`config.mk`:
```
export PLATFORM = sky130hd
export DESIGN_NAME = if_fetch_queue
export DESIGN_NICKNAME = d
export VERILOG_FILES = /design/src/rtl/if_fetch_queue.sv
export SDC_FILE = /design/constraint.sdc
export NUM_CORES = 1
export LEC_CHECK = 0
export ABC_CLOCK_PERIOD_IN_PS = 25100
export BUFFER_PORTS_ARGS = -buffer_cell sky130_fd_sc_hd__buf_2
export CAP_MARGIN = 20
export CORE_ASPECT_RATIO = 0.9
export CORE_MARGIN = 2
export CORE_UTILIZATION = 63
export DETAILED_ROUTE_END_ITERATION = 16
export PLACE_DENSITY = 0.86
export SETUP_SLACK_MARGIN = 0.5
export SYNTH_ARGS = -nofsm -noshare
export SYNTH_HDL_FRONTEND = slang
export SYNTH_SLANG_ARGS = --single-unit
```
`constraint.sdc`:
```
create_clock -name clk -period 25.1 [get_ports clk]
set_input_delay 1.255 -clock clk [delete_from_list [all_inputs] [get_ports clk]]
set_output_delay 1.255 -clock clk [all_outputs]
set_load 0.02 [all_outputs]
```
`src/rtl/if_fetch_queue.sv`:
```
// if_fetch_queue: instruction-fetch stage with a prefetch queue.
//
// Fetches one word per cycle from SPM port A and feeds the IF/ID register,
// either directly (bypass, when the queue is empty and ID is accepting) or
// through a DEPTH-entry circular queue that keeps filling while ID stalls.
// flush and br_taken discard every in-flight fetch and redirect the fetch PC.
//
// Ports
//   clk, reset            clock, asynchronous active-high reset
//   stall                 hold the IF/ID register
//   flush, new_pc         redirect (highest priority) and its target
//   br_taken, br_addr     branch redirect and its target
//   spm_rd_data           SPM read data, valid in the strobe cycle
//   spm_addr, spm_as_     word address and active-low strobe (combinational)
//   spm_rw, spm_wr_data   constant read request, zero write data
//   if_pc, if_pc_plus4    PC (and PC+4) of the instruction in IF/ID
//   if_insn, if_en        instruction in IF/ID and its valid flag
//   fq_count              prefetch queue occupancy
module if_fetch_queue #(
   parameter int unsigned DEPTH        = 4,
   parameter logic [31:0] RESET_VECTOR = 32'h0000_0000,
   parameter logic [31:0] NOP_INSN     = 32'h0000_0013
) (
   input  logic                           clk,
   input  logic                           reset,
   input  logic                           stall,
   input  logic                           flush,
   input  logic [31:0]                    new_pc,
   input  logic                           br_taken,
   input  logic [31:0]                    br_addr,
   input  logic [31:0]                    spm_rd_data,
   output logic [29:0]                    spm_addr,
   output logic                           spm_as_,
   output logic                           spm_rw,
   output logic [31:0]                    spm_wr_data,
   output logic [31:0]                    if_pc,
   output logic [31:0]                    if_pc_plus4,
   output logic [31:0]                    if_insn,
   output logic                           if_en,
   output logic [$clog2(DEPTH+1)-1:0]     fq_count
);

   localparam int unsigned PTR_W = (DEPTH > 1) ? $clog2(DEPTH) : 1;
   localparam int unsigned CNT_W = $clog2(DEPTH + 1);
   localparam logic        READ  = 1'b1;

   logic [31:0]       fpc;
   logic [31:0]       q_pc   [DEPTH];
   logic [31:0]       q_insn [DEPTH];
   logic [PTR_W-1:0]  rd_ptr;
   logic [PTR_W-1:0]  wr_ptr;
   logic [CNT_W-1:0]  count;

   logic              redirect;
   logic [31:0]       redirect_pc;
   logic              not_empty;
   logic              full;
   logic              pop;
   logic              issue;
   logic              bypass;
   logic              push;

   // Fetch/queue control; a full queue can still issue when ID pops the head
   always_comb begin
      redirect    = flush | br_taken;
      redirect_pc = (flush ? new_pc : br_addr) & 32'hFFFF_FFFC;
      not_empty   = (count != '0);
      full        = (count == CNT_W'(DEPTH));
      pop         = !stall && not_empty;
      issue       = !reset && !redirect && (!full || pop);
      bypass      = issue && !not_empty && !stall;
      push        = issue && !bypass;
   end

   // SPM port A request; strobe is dropped immediately while reset is high
   assign spm_addr    = fpc[31:2];
   assign spm_as_     = !issue;
   assign spm_rw      = READ;
   assign spm_wr_data = '0;
   assign fq_count    = count;

   // Fetch PC, queue and IF/ID register
   always_ff @(posedge clk or posedge reset) begin
      if (reset) begin
         fpc         <= RESET_VECTOR;
         rd_ptr      <= '0;
         wr_ptr      <= '0;
         count       <= '0;
         if_pc       <= RESET_VECTOR;
         if_pc_plus4 <= RESET_VECTOR + 32'd4;
         if_insn     <= NOP_INSN;
         if_en       <= 1'b0;
         for (int i = 0; i < int'(DEPTH); i++) begin
            q_pc[i]   <= '0;
            q_insn[i] <= '0;
         end
      end else if (redirect) begin
         // Discard everything in flight; IF/ID becomes a bubble, PC kept
         fpc     <= redirect_pc;
         rd_ptr  <= '0;
         wr_ptr  <= '0;
         count   <= '0;
         if_insn <= NOP_INSN;
         if_en   <= 1'b0;
      end else begin
         if (issue) begin
            fpc <= fpc + 32'd4;
         end

         if (push) begin
            q_pc[wr_ptr]   <= fpc;
            q_insn[wr_ptr] <= spm_rd_data;
            wr_ptr         <= wr_ptr + PTR_W'(1);
         end

         if (pop) begin
            rd_ptr <= rd_ptr + PTR_W'(1);
         end

         case ({push, pop})
            2'b10:   count <= count + CNT_W'(1);
            2'b01:   count <= count - CNT_W'(1);
            default: count <= count;
         endcase

         // Queue head has priority over bypass to preserve fetch order
         if (!stall) begin
            if (not_empty) begin
               if_pc       <= q_pc[rd_ptr];
               if_pc_plus4 <= q_pc[rd_ptr] + 32'd4;
               if_insn     <= q_insn[rd_ptr];
               if_en       <= 1'b1;
            end else if (bypass) begin
               if_pc       <= fpc;
               if_pc_plus4 <= fpc + 32'd4;
               if_insn     <= spm_rd_data;
               if_en       <= 1'b1;
            end else begin
               if_insn <= NOP_INSN;
               if_en   <= 1'b0;
            end
         end
      end
   end

endmodule

```
## After elaboration in Yosys (flattened, before gate mapping)

Index checks and enable logic that the tools add are counted.

- Bits in registers: 392
- Bits of input ports: 101
- Output and inout port bits: 164
- Logic and storage cells: 88

- $add $sub $neg: 6
- Magnitude comparators: 3
- Eq/ne operators: 4
- Muxes and demuxes: 31
- Bitwise operators: 5
- Reduce and logical (&&, ||, !) cells: 23

Operators by type and width:

| kind | count |
|---|---|
| two-way mux 32 bit | 16 |
| bitwise mux 128 bit | 2 |
| binary-select mux 32 bit (select 2 bit) | 2 |
| adder 32 x 3 -> 32 bit (second input constant) | 2 |
| demux 32 bit (select 2 bit) | 1 |
| two-way mux 2 bit | 4 |
| nonzero test 2 bit | 4 |
| logical AND 1 bit | 7 |
| logical NOT 1 bit | 7 |
| >= comparator 3 bit (second input constant) | 2 |
| inverter 2 -> 3 bit | 2 |
| case mux 3 bit (2 select lines) | 1 |
| nonzero test 3 bit | 2 |
| adder 2 x 1 -> 2 bit (second input constant) | 2 |
| two-way mux 1 bit | 4 |
| adder 3 x 1 -> 3 bit (second input constant) | 1 |
| equality test 3 bit (second input constant) | 1 |
| less-than comparator 3 x 1 -> 1 bit (second input constant) | 1 |
| two-way mux 3 bit | 1 |
| AND reduction 3 bit | 1 |
| subtractor 3 x 1 -> 3 bit (second input constant) | 1 |
| equality test 2 x 1 -> 1 bit (second input constant) | 1 |
| equality test 2 bit (second input constant) | 1 |
| != test 2 x 1 -> 1 bit (second input constant) | 1 |
| other kinds (4) | 5 |

## Longest topological paths before layout

- Word-level depth: 11
- Mapped depth: 10
- Mapped depth without buffers: 8

## Least setup slack after synthesis

No wires, ideal clock.

- Kind: input-to-output
- From: input flush
- To: output spm_as_
- Data arrival time: 2375 ps
- Data required time: 23845 ps
- Slack: 21470 ps
- Stages: 5
- Buffers on the path: 2
- Cells stage by stage: clkbuf_1 or2_1 buf_2 a311oi_4 inv_2

- Longest elaborated chain between the ends: 5

Ends and longest elaborated chain:

| item | RTL line | source |
|---|---|---|
| from (decl) | 27 | `input logic flush,` |
| bitwise OR 1 bit | 65 | `redirect = flush \| br_taken;` |
| logical NOT 1 bit | 70 | `issue = !reset && !redirect && (!full \|\| pop);` |
| logical AND 1 bit (2 in series) | 70 |  |
| logical NOT 1 bit | 77 | `assign spm_as_ = !issue;` |
| to (decl) | 33 | `output logic spm_as_,` |

No other way between the ends.

## Worst setup path in the final report

- From: input br_taken
- To: output spm_as_

- Longest elaborated chain between the ends: 5

Ends and longest elaborated chain:

| item | RTL line | source |
|---|---|---|
| from (decl) | 29 | `input logic br_taken,` |
| bitwise OR 1 bit | 65 |  |
| logical NOT 1 bit | 70 |  |
| logical AND 1 bit (2 in series) | 70 |  |
| logical NOT 1 bit | 77 |  |

No other way between the ends.

==> results.md <==
* Skew-Pair Late Insertion Delay at 0.54 ns
* Starting DRC count in detailed routing at 1,225
* Pins Over Slew Limit at 0
* Cell Rows at 61
* Via-per-instance ratio at 6.34
* Mapped cell area at 19,600 sq um
* Last weighted congestion value of the routability-driven placer at 0.968
* Critical Path Start: br_taken
* Final clock period utilization by the worst path at 16.5%
* Type of the tightest min-delay check: flop to flop
* Number of instances in the synthesized netlist at 1,529
* Global-route wire length before repair at 78.6 mm
* Number of remaining DRC errors at 0
* Cell with the most instances on the worst path: sky130_fd_sc_hd__buf_2
* Number of I/O pins at 265
* Reg-to-Reg End: if_pc_plus4[16]$_DFFE_PP0P_
* Launching point of the worst reg2reg path: rd_ptr[0]$_DFFE_PP0P_
* Sum Neg Setup Slack at 0 ns
* TritonCTS Sinks at 378
* Detailed-route via count at 13.5k
* Relative slew slack at 25.1%
* Vias in the first global route at 13.8k
* Share of cells above drive strength 1 at 36.4%
* Post-CTS resize count at 0
* Hold worst-path end: if_pc_plus4[2]$_DFFE_PP1P_
* Critical path required time at 23.84 ns
* Sequential-to-total area share from yosys stat at 48.3%
* PD cells at 74.9 nW/um^2
* Most used DFF post-synth: sky130_fd_sc_hd__dfrtp_1
* Count of input and output buffers at 223
* Start point of the worst hold path: if_pc_plus4[2]$_DFFE_PP1P_
* Antenna Nets Post-Route at 0
* Leakage dissipation at 10.7 nW
* Cell Area, Placed at 20,500 sq um
* Outcome: complete, no violations
* Number of antenna violations at the first check in global routing at 1
* Minimum setup slack among reg-to-reg paths at 21.38 ns
* Count of hold buffers inserted by post-cts repair at 0
* Post-CTS Setup Inserts at 0
* Unrepaired setup endpoints after global routing: no
* Count of cells along the worst hold path at 2
* FF+latch area at 9470 sq um
* Starting utilization of the core area at 63.6%
* Average instance area after synthesis at 12.8 sq um
* Post-Route Skew at 0.0311 ns
* Cell-by-cell trace of the critical path: buf_2 > or2_2 > buf_4 > a311oi_4 > inv_2 > buf_2
* Wire length per cell after detailed routing at 23.6 um
* Die Span Y at 171 um
* Buffers from clock root to sink, at most at 3
* Layout-stage area growth over the synthesis result at 11.9%
* Total of flip-flops plus latches after synthesis at 378
* Global route total overflow at 0
* Async S/R FF share, synth at 100%
* Clock tree from TritonCTS: built
* CTS root buf: sky130_fd_sc_hd__clkbuf_16
* Total routing usage reported by global routing at 31.2%
* Count of flip-flops with a built-in enable after synthesis at 0
* Distinct cell type count of the synthesized netlist at 66
* Critical Path Start Type: input port
* Number of H-tree levels at 2
* Worst IR Drop VDD at 0.0000444 V
* Slowest stage cell, crit path: sky130_fd_sc_hd__a311oi_4
* Number of cells on the worst reg-to-reg path at 8
* Transition time at the pin with the least slew margin at 1.12 ns
* Crit-path leading delay family: buffers and inverters
* Maximum Capacitance Violations at 0
* Minimum period implied by the final worst setup slack at 4.15 ns
* Final-layout fill cell count at 2,013
* Finish-stage setup viols at 0
* Floorplan die width at 190 um
* Finished layout cell area at 21,900 sq um
* Final hold vios at 0
* Max frequency at 0.241 GHz
* Total iterations of the first detailed-routing run at 5
* Total half-perimeter wirelength after legalization and detailed placement at 30.9 mm
* Worst path arrival time at 2.90 ns
* Die area at 32,500 sq um
* Post-layout nets at 1,790
* Area of the multi-input gates at 9210 sq um
* Maximum number of pins on one net before global-route repair at 219
* Core footprint at 30,800 sq um
* Number of buffers and inverters on the critical path at 4
* Critical path peak fanout at 43
* Clock-pin transition on the worst setup and hold timing paths at 0.06 ns
* Yosys warnings at 0
* Path type of the worst setup path: input port to output port
* Number of buffers inserted during clock tree synthesis at 39
* Kind of end point of the critical path: output port
* Slowest stage delay, CP at 0.36 ns
* Final WL at 50.1 mm
[stage by stage]
stage	cells	setup slack (ns)	hold WS, ns	utilization, %	power (mW)
after floorplan	1564	13.19	0.459	-	0.943
after global placement	2049	20.56	0.447	66.7	1.02
after detailed placement	2049	20.50	0.459	66.7	1.03
after CTS	2121	20.96	0.465	71.1	1.64
after global routing	2123	20.89	0.488	71.2	1.70
final	2123	20.95	0.461	71.2	1.64
[synth_stat cells (6+ instances only)]
master,count,share of area (%)
sky130_fd_sc_hd__a21oi_1,14,0.36
sky130_fd_sc_hd__a221oi_1,38,1.7
sky130_fd_sc_hd__a22oi_1,7,0.27
sky130_fd_sc_hd__a31oi_1,34,1.1
sky130_fd_sc_hd__and3_1,9,0.29
sky130_fd_sc_hd__buf_2,23,0.59
sky130_fd_sc_hd__buf_4,39,1.5
sky130_fd_sc_hd__buf_6,25,1.4
sky130_fd_sc_hd__clkbuf_1,73,1.4
sky130_fd_sc_hd__dfrtp_1,374,48
sky130_fd_sc_hd__ha_1,6,0.38
sky130_fd_sc_hd__inv_1,15,0.29
sky130_fd_sc_hd__mux2_1,24,1.4
sky130_fd_sc_hd__mux2_2,9,0.52
sky130_fd_sc_hd__mux2_4,216,17
sky130_fd_sc_hd__mux2i_1,18,0.92
sky130_fd_sc_hd__mux4_2,62,7.1
sky130_fd_sc_hd__nand2_1,139,2.7
sky130_fd_sc_hd__nand3_1,26,0.66
sky130_fd_sc_hd__nand4_1,22,0.70
sky130_fd_sc_hd__nor2_1,70,1.3
sky130_fd_sc_hd__nor2b_1,33,1.1
sky130_fd_sc_hd__nor3_1,47,1.2
sky130_fd_sc_hd__nor4_1,9,0.29
sky130_fd_sc_hd__o21ai_0,28,0.72
sky130_fd_sc_hd__o221ai_1,7,0.31
sky130_fd_sc_hd__o22ai_1,6,0.19
sky130_fd_sc_hd__xnor2_1,32,1.4
sky130_fd_sc_hd__xor2_1,52,2.3
[logic make-up (layout without fill, tap and decap cells)]
logic type      count (synthesis)  after routing  synth area share (%)
compound gates                161            161                  5.81
xor+xnor                       84             84                  3.76
fa+ha+maj                       7              7                 0.486
buf+inv                       182            331                  5.40
flops                         378            378                  48.3
mux                           329            329                  26.5
other cells                     2             38                0.0384
simple gates                  386            386                  9.64
[registers in the layout (all words and copies together) (netlist names)]
signal	flops
if_insn	32
if_pc_plus4	30
q_insn	128
fq_count	3
wr_ptr	2
if_pc	30
if_en	1
fpc	30
q_pc	120
rd_ptr	2
[report_power, final]
part | switching (mW) | leakage, nW | internal (mW) | total, mW
registers | 0.0572 | 4.90 | 0.675 | 0.732
clock network | 0.248 | 0.663 | 0.362 | 0.610
logic | 0.163 | 5.16 | 0.135 | 0.299
total | 0.469 | 10.7 | 1.17 | 1.64
[worst max path at each step]
stage	endpoint	slack, ns	depth (start not counted)
2_1_floorplan	fpc[10]$_DFFE_PP0P_	13.19	2
3_3_place_gp	q_pc[127]$_DFFE_PP0P_	20.56	9
3_5_place_dp	q_insn[30]$_DFFE_PP0P_	20.50	9
4_1_cts	spm_as_	20.96	6
5_1_grt	spm_as_	20.89	6
6_report	spm_as_	20.95	6
[per-layer routing]
layer,track usage [%],vias up,routed length (um)
met5,0,-,0
met4,12.5,0,1870
met3,6.90,137,4360
met2,49.0,700,23400
met1,42.9,6920,20500
li1,-,5711,-
[cells in the final DEF (no fill, tap or decap), types with 4 or more instances in the layout]
master,netlist,layout
sky130_fd_sc_hd__xnor2_1,32,32
sky130_fd_sc_hd__mux2_2,9,9
sky130_fd_sc_hd__dfstp_2,4,4
sky130_fd_sc_hd__nand2_4,4,4
sky130_fd_sc_hd__clkbuf_8,0,9
sky130_fd_sc_hd__mux2i_1,18,18
sky130_fd_sc_hd__and3_1,9,9
sky130_fd_sc_hd__a221oi_1,38,38
sky130_fd_sc_hd__clkbuf_16,0,40
sky130_fd_sc_hd__o211ai_1,4,4
sky130_fd_sc_hd__mux2_1,24,24
sky130_fd_sc_hd__dfrtp_1,374,372
sky130_fd_sc_hd__nand4_1,22,22
sky130_fd_sc_hd__nor3_1,47,46
sky130_fd_sc_hd__a22oi_1,7,7
sky130_fd_sc_hd__a21oi_1,14,14
sky130_fd_sc_hd__o221ai_1,7,7
sky130_fd_sc_hd__o21ai_1,4,4
sky130_fd_sc_hd__inv_1,15,14
sky130_fd_sc_hd__nand3_1,26,26
sky130_fd_sc_hd__clkbuf_1,73,8
sky130_fd_sc_hd__conb_1,2,37
sky130_fd_sc_hd__nand2_1,139,139
sky130_fd_sc_hd__o21ai_0,28,28
sky130_fd_sc_hd__bufinv_16,0,4
sky130_fd_sc_hd__and2_1,4,4
sky130_fd_sc_hd__nor4_2,4,4
sky130_fd_sc_hd__o22ai_1,6,6
sky130_fd_sc_hd__a31oi_1,34,34
sky130_fd_sc_hd__ha_1,6,6
sky130_fd_sc_hd__nor4_1,9,9
sky130_fd_sc_hd__nor2_1,70,70
sky130_fd_sc_hd__xor2_1,52,52
sky130_fd_sc_hd__buf_2,23,223
sky130_fd_sc_hd__nor2b_1,33,33
sky130_fd_sc_hd__mux2_4,216,216
sky130_fd_sc_hd__mux4_2,62,62
sky130_fd_sc_hd__clkinv_2,0,7
sky130_fd_sc_hd__buf_4,39,17
[layout make-up]
type	count	area share [%]
timing repair buffer	242	5.89
clock buffer	57	5.27
antenna	1	0.0114
sequential	378	43.2
tap	409	2.34
clock inverter	15	0.891
inverter	17	0.326
multi-input combinational	1004	42.0
[worst reg2reg max path, stage by stage (launching register included)]
cell and delay [ns]:
sky130_fd_sc_hd__dfrtp_4 0.61, sky130_fd_sc_hd__buf_4 0.82, sky130_fd_sc_hd__mux4_2 0.49, sky130_fd_sc_hd__ha_1 0.22
sky130_fd_sc_hd__and4_1 0.51, sky130_fd_sc_hd__or4b_1 0.57, sky130_fd_sc_hd__nor2_1 0.16, sky130_fd_sc_hd__xnor2_1 0.15
sky130_fd_sc_hd__o21ai_1 0.08
(Power assumes the default switching activity.)
